`src/rtl/subsample_8x8_avg.sv`:
```
// subsample_8x8_avg
// Chroma downsampler: consumes one 8x8 block as a raster-order pixel stream
// and produces a 4x4 block where each entry is the mean of one 2x2 input quad.
// The horizontal pair is summed on even rows and parked in psum; the odd row
// completes the quad, so only one row of partial sums is ever held.

module subsample_8x8_avg #(
    parameter int PIX_W = 8,
    parameter int ROUND = 1
) (
    input  logic                         clk,
    input  logic                         rst_n,
    input  logic                         clear,
    input  logic                         valid_in,
    output logic                         ready_in,
    input  logic [PIX_W-1:0]             pixel_in,
    output logic                         valid_out,
    input  logic                         ready_out,
    output logic [3:0][3:0][PIX_W-1:0]   block_out
);

    localparam int SW = PIX_W + 2;
    localparam logic [SW-1:0] RND = (ROUND != 0) ? SW'(2) : '0;

    logic [5:0]                 pix_cnt;
    logic [PIX_W-1:0]           h_reg;
    logic [SW-1:0]              psum [4];
    logic [3:0][3:0][PIX_W-1:0] work;
    logic [3:0][3:0][PIX_W-1:0] final_block;

    logic [2:0]       row;
    logic [2:0]       col;
    logic [1:0]       quad_row;
    logic [1:0]       quad_col;
    logic             last_pix;
    logic             accept;
    logic             complete;
    logic [SW-1:0]    quad_sum;
    logic [PIX_W-1:0] quad_avg;

    assign row      = pix_cnt[5:3];
    assign col      = pix_cnt[2:0];
    assign quad_row = row[2:1];
    assign quad_col = col[2:1];
    assign last_pix = (pix_cnt == 6'd63);

    // Only the final pixel can stall: it would overwrite a block still waiting
    // for the consumer. Earlier pixels land in work, which is separate.
    assign ready_in = !(last_pix && valid_out && !ready_out);
    assign accept   = valid_in && ready_in && !clear;
    assign complete = accept && last_pix;

    // Four 8-bit pixels plus the rounding constant fit in PIX_W+2 bits.
    assign quad_sum = psum[quad_col] + SW'(h_reg) + SW'(pixel_in) + RND;
    assign quad_avg = quad_sum[SW-1:2];

    // The last quad is still being computed when the block completes, so
    // splice the fresh average into the copy of work that gets published.
    always_comb begin
        final_block       = work;
        final_block[3][3] = quad_avg;
    end

    // Raster position within the block; clear restarts the block.
    always_ff @(posedge clk or negedge rst_n) begin
        if (!rst_n) begin
            pix_cnt <= '0;
        end else if (clear) begin
            pix_cnt <= '0;
        end else if (accept) begin
            pix_cnt <= pix_cnt + 6'd1;
        end
    end

    // Horizontal pair, vertical accumulation and per-quad result storage.
    always_ff @(posedge clk or negedge rst_n) begin
        if (!rst_n) begin
            h_reg <= '0;
            for (int i = 0; i < 4; i++) begin
                psum[i] <= '0;
            end
            work <= '0;
        end else if (accept) begin
            if (!col[0]) begin
                h_reg <= pixel_in;
            end else if (!row[0]) begin
                psum[quad_col] <= SW'(h_reg) + SW'(pixel_in);
            end else begin
                work[quad_row][quad_col] <= quad_avg;
            end
        end
    end

    // Output register: a completion always loads, otherwise a handshake frees it.
    always_ff @(posedge clk or negedge rst_n) begin
        if (!rst_n) begin
            valid_out <= 1'b0;
            block_out <= '0;
        end else if (complete) begin
            valid_out <= 1'b1;
            block_out <= final_block;
        end else if (ready_out) begin
            valid_out <= 1'b0;
        end
    end

endmodule

```
`config.mk`:
```
export PLATFORM = sky130hd
export DESIGN_NAME = subsample_8x8_avg
export DESIGN_NICKNAME = d
export VERILOG_FILES = /design/src/rtl/subsample_8x8_avg.sv
export SDC_FILE = /design/constraint.sdc
export NUM_CORES = 1
export LEC_CHECK = 0
export BUFFER_PORTS_ARGS = -buffer_cell sky130_fd_sc_hd__buf_4
export CORE_ASPECT_RATIO = 2
export CORE_MARGIN = 8
export CORE_UTILIZATION = 62
export CTS_CLUSTER_SIZE = 28
export DETAILED_ROUTE_END_ITERATION = 10
export PLACE_DENSITY = 0.95
export SLEW_MARGIN = 15
export SYNTH_ARGS = -nofsm -noshare
export SYNTH_HDL_FRONTEND = slang
export SYNTH_SLANG_ARGS = --single-unit
export TNS_END_PERCENT = 30
```
`constraint.sdc`:
```
create_clock -name clk -period 7.4 [get_ports clk]
set_input_delay 0.74 -clock clk [delete_from_list [all_inputs] [get_ports clk]]
set_output_delay 0.74 -clock clk [all_outputs]
set_load 0.005 [all_outputs]
```
==> impl_results.md <==
- Status: finished, final reports clean
- CTS Buf Count: 25
- Detailed placement HPWL: 21900 µm
- Avg Vias per Cell: 6.06
- Slew of the pin with the lowest slew margin: 1.22 ns
- Area Overhead vs Synth: 16.9%
- Largest family of logic cells by synthesized area: simple AND/OR/NAND/NOR gates
- Pwr/cell area: 302 nW/µm²
- Unrepaired setup endpoints after global routing: no
- Clock Tree Root: clkbuf_16
- CTS-repair resized insts: 0
- Final min period: 4.68 ns
- Worst EP required: 7.73 ns
- Total track usage: 27.4%
- CP peak stage delay: between 0.9 and 1 ns
- Initial drt markers: 968
- Setup Crit Path Kind: reg -> reg
- Synthesized area: 12200 µm²
- Reg2reg start: pix_cnt[1]$_DFFE_PN0P_
- Hold Vio Cnt, Final: 0
- XOR/XNOR Fraction of Synth Area: 1.14%
- Share of layout cells above drive strength 1: 18.8%
- Router iterations before antenna repair: 6
- # Post-CTS Setup Buffers: 0
- Post-synth EDFFs: 0
- Die Wd: 115 µm
- Final WS setup: 2.72 ns
- Endpoint type of the worst setup path: flip-flop
- Worst path top cell family by delay: compound AO/OA/AOI/OAI gates
- Crit path launch: pix_cnt[1]$_DFFE_PN0P_
- Logic pwr share: around 28%
- Synth Area in Simple Gates: 17.2%
- Crit path buf inv count: 0
- Total core area: 19300 µm²
- Antenna violations before repair: 0
- Residual DRC count: 0
- DRT antenna net count: 0
- Total Wirelength: approximately 33000 µm
- Fmax: 214 MHz
- Max H-tree Level: 1
- Mux share of post-synthesis cell area: 5.80%
- DIE AREA: 24600 µm²
- Routability congestion estimate: roughly 0.98
- Chip height: about 210 µm
- GRT overflow: 0
- Critical Path AT: 5.01 ns
- Largest net degree at the start of global routing: 203
- Slowest CP cell: dfrtp_1
- Num Clock Sinks: 299
- Finished Layout Cells: ~1600
- Critical Path Fanout Max: 17
- Top_reg_cell synth: dfrtp_1
- VDD IR max: approximately 0.00029 V
- Leakage power: 0.00751 µW
- Row cnt: 72
- Net count after synthesis: 1235
- Bufs on Longest Clock Path: 3
- Post-synthesis cell count: 1196
- Internal power: 2750 µW
- WL/cell: 21.1 µm
- Max-Cap Viols: 0
- Power share of the sequential group: between 40% and 50%
- Clk Latency, worst-skew pair: 0.53 ns
- CTS tree: done
- Cell variety after synth: 50
- Boundary pin count: 143
- Starting Density: a little over three fifths
- Worst Setup Start Kind: flip-flop
- Hold_buf cts: 0
- Vias: ~9600
- Cells along the critical path: mux4_2 -> fa_1 -> ha_1 -> a211o_1 -> a311o_1 -> a31oi_2 -> xor2_2 -> o21ai_0
- Post-Synth Adder-Cell Area: 3.17%
- Tcrit/Tclk final: 63.2%
- Worst Skew: 0.0186 ns
- Sw Share: ~36%
- Seq/Total Area, Yosys: 61.5%
- First-pass GRT wire length: between 50000 and 60000 µm
- Clk slew on worst S/H paths: 0.08 ns
- Synthesized area per cell: about 10 µm²
- Placed insts: approximately 1500
- Net switching power: 1560 µW
- Ant diodes: 0
- Util after Layout: 73.8%
- Tightest Hold Check Type: in -> async
- Max-slew violation count: 0
- Biggest register: block_out
- Max transition margin: 18.8%
- Yosys reg bits: 299
- Setup TNS: 0 ns
- Synthesis warning total: 0
- Clock share of power: 31.6%
- Async set-or-reset flop fraction in the synthesized netlist: 100%
- Power Total: 4300 µW
- Synth Area in Compound Gates: 8.35%
- Number of global-route vias before repair: about 10000
- Port Buffer Count: around 140
- Final setup vio count: 0
- DP Worst Slack: approximately 2.9 ns
- Nets: 1344
- Max reg flops: 128
## worst reg2reg max path, stage by stage (launching register included)
cell and delay (ns):
dfrtp_1 0.92, mux4_2 0.63, fa_1 0.46, ha_1 0.43, a211o_1 0.35, a311o_1 0.31, a31oi_2 0.22, xor2_2 0.80
o21ai_0 0.36
## final timing paths
check                                                    end  slack, ns  cells past startpoint
worst max-delay path            final_block[101]$_DFFE_PN0P_       2.72                      8
worst min-delay path              block_out[113]$_DFFE_PN0P_       0.22                      1
worst max register to register  final_block[101]$_DFFE_PN0P_       2.72                      8
worst min register to register     block_out[28]$_DFFE_PN0P_       0.47                      2
max in group asynchronous              valid_out$_DFFE_PN0P_       5.62                      2
min in group clk                      pix_cnt[1]$_DFFE_PN0P_       0.43                      2
## stage by stage
stage / hold WS, ns / instance area [µm²]
final: 0.217 / 14200
after global routing: 0.291 / 14200
after CTS: 0.266 / 14200
after detailed placement: 0.457 / 13400
after global placement: 0.451 / 13400
after floorplan: 0.444 / 12200
## power by group through the flow
stage | Sequential [µW] | Clock [µW] | Combinational (µW)
after floorplan | 1750 | 0 | 741
after global placement | 1760 | 0 | 1110
after detailed placement | 1760 | 0 | 1160
after CTS | 1730 | 1360 | 1170
after global routing | 1740 | 1420 | 1270
final | 1730 | 1360 | 1210
## synth_stat cells (12+ instances only)
cell type,number,area [µm²]
o21ai_0,125,626
ha_1,18,225
mux2i_1,12,120
clkbuf_1,55,206
inv_1,22,82.6
mux2_2,34,383
nand2_1,487,1830
a21oi_1,17,85.1
dfrtp_1,299,7480
nor2_1,17,63.8
## kinds of logic after synthesis
kind of cell / count (synthesis)
AND/OR/NAND/NOR: 536
flip-flops: 299
XOR/XNOR: 15
multiplexers: 55
adder cells (fa/ha/maj): 26
buffers and inverters: 85
AO/OA/AOI/OAI: 180
## per-layer routing
| metal | vias to the layer above | wire length, µm | global-route usage [%] |
|---|---|---|---|
| li1 | 4086 | - | - |
| met1 | 4734 | 10900 | 29.1 |
| met2 | 584 | 17700 | 48.1 |
| met3 | 176 | 2510 | 4.34 |
| met4 | 0 | 2240 | 18.5 |
| met5 | - | 0 | 0 |
## cell type report
type                       instances  area [µm²]
clock buffer                      31         668
clock inverter                    13         164
fill                            1178        5050
inverter                          22        82.6
multi-input combinational        812        4400
sequential                       299        7480
tap                              259         324
timing repair buffer             145        1110
## placed cells by master, fill, tap and decap left out, types with 4 or more instances in the layout
| cell | Yosys | routed |
|---|---|---|
| a21o_1 | 4 | 4 |
| clkbuf_16 | 0 | 25 |
| o211ai_1 | 4 | 4 |
| clkinv_2 | 0 | 4 |
| fa_1 | 8 | 8 |
| nor2b_1 | 7 | 7 |
| xnor2_1 | 9 | 7 |
| mux2i_1 | 12 | 12 |
| inv_1 | 22 | 22 |
| o21ai_2 | 9 | 9 |
| o21ai_0 | 125 | 125 |
| a21oi_1 | 17 | 17 |
| buf_4 | 1 | 143 |
| xor2_2 | 1 | 4 |
| clkbuf_1 | 55 | 4 |
| mux4_2 | 9 | 9 |
| nor2_1 | 17 | 17 |
| ha_1 | 18 | 18 |
| nand2_1 | 487 | 487 |
| dfrtp_1 | 299 | 299 |
| and3_1 | 6 | 6 |
| mux2_2 | 34 | 34 |
No activity file was read; power rests on OpenSTA's default activity.
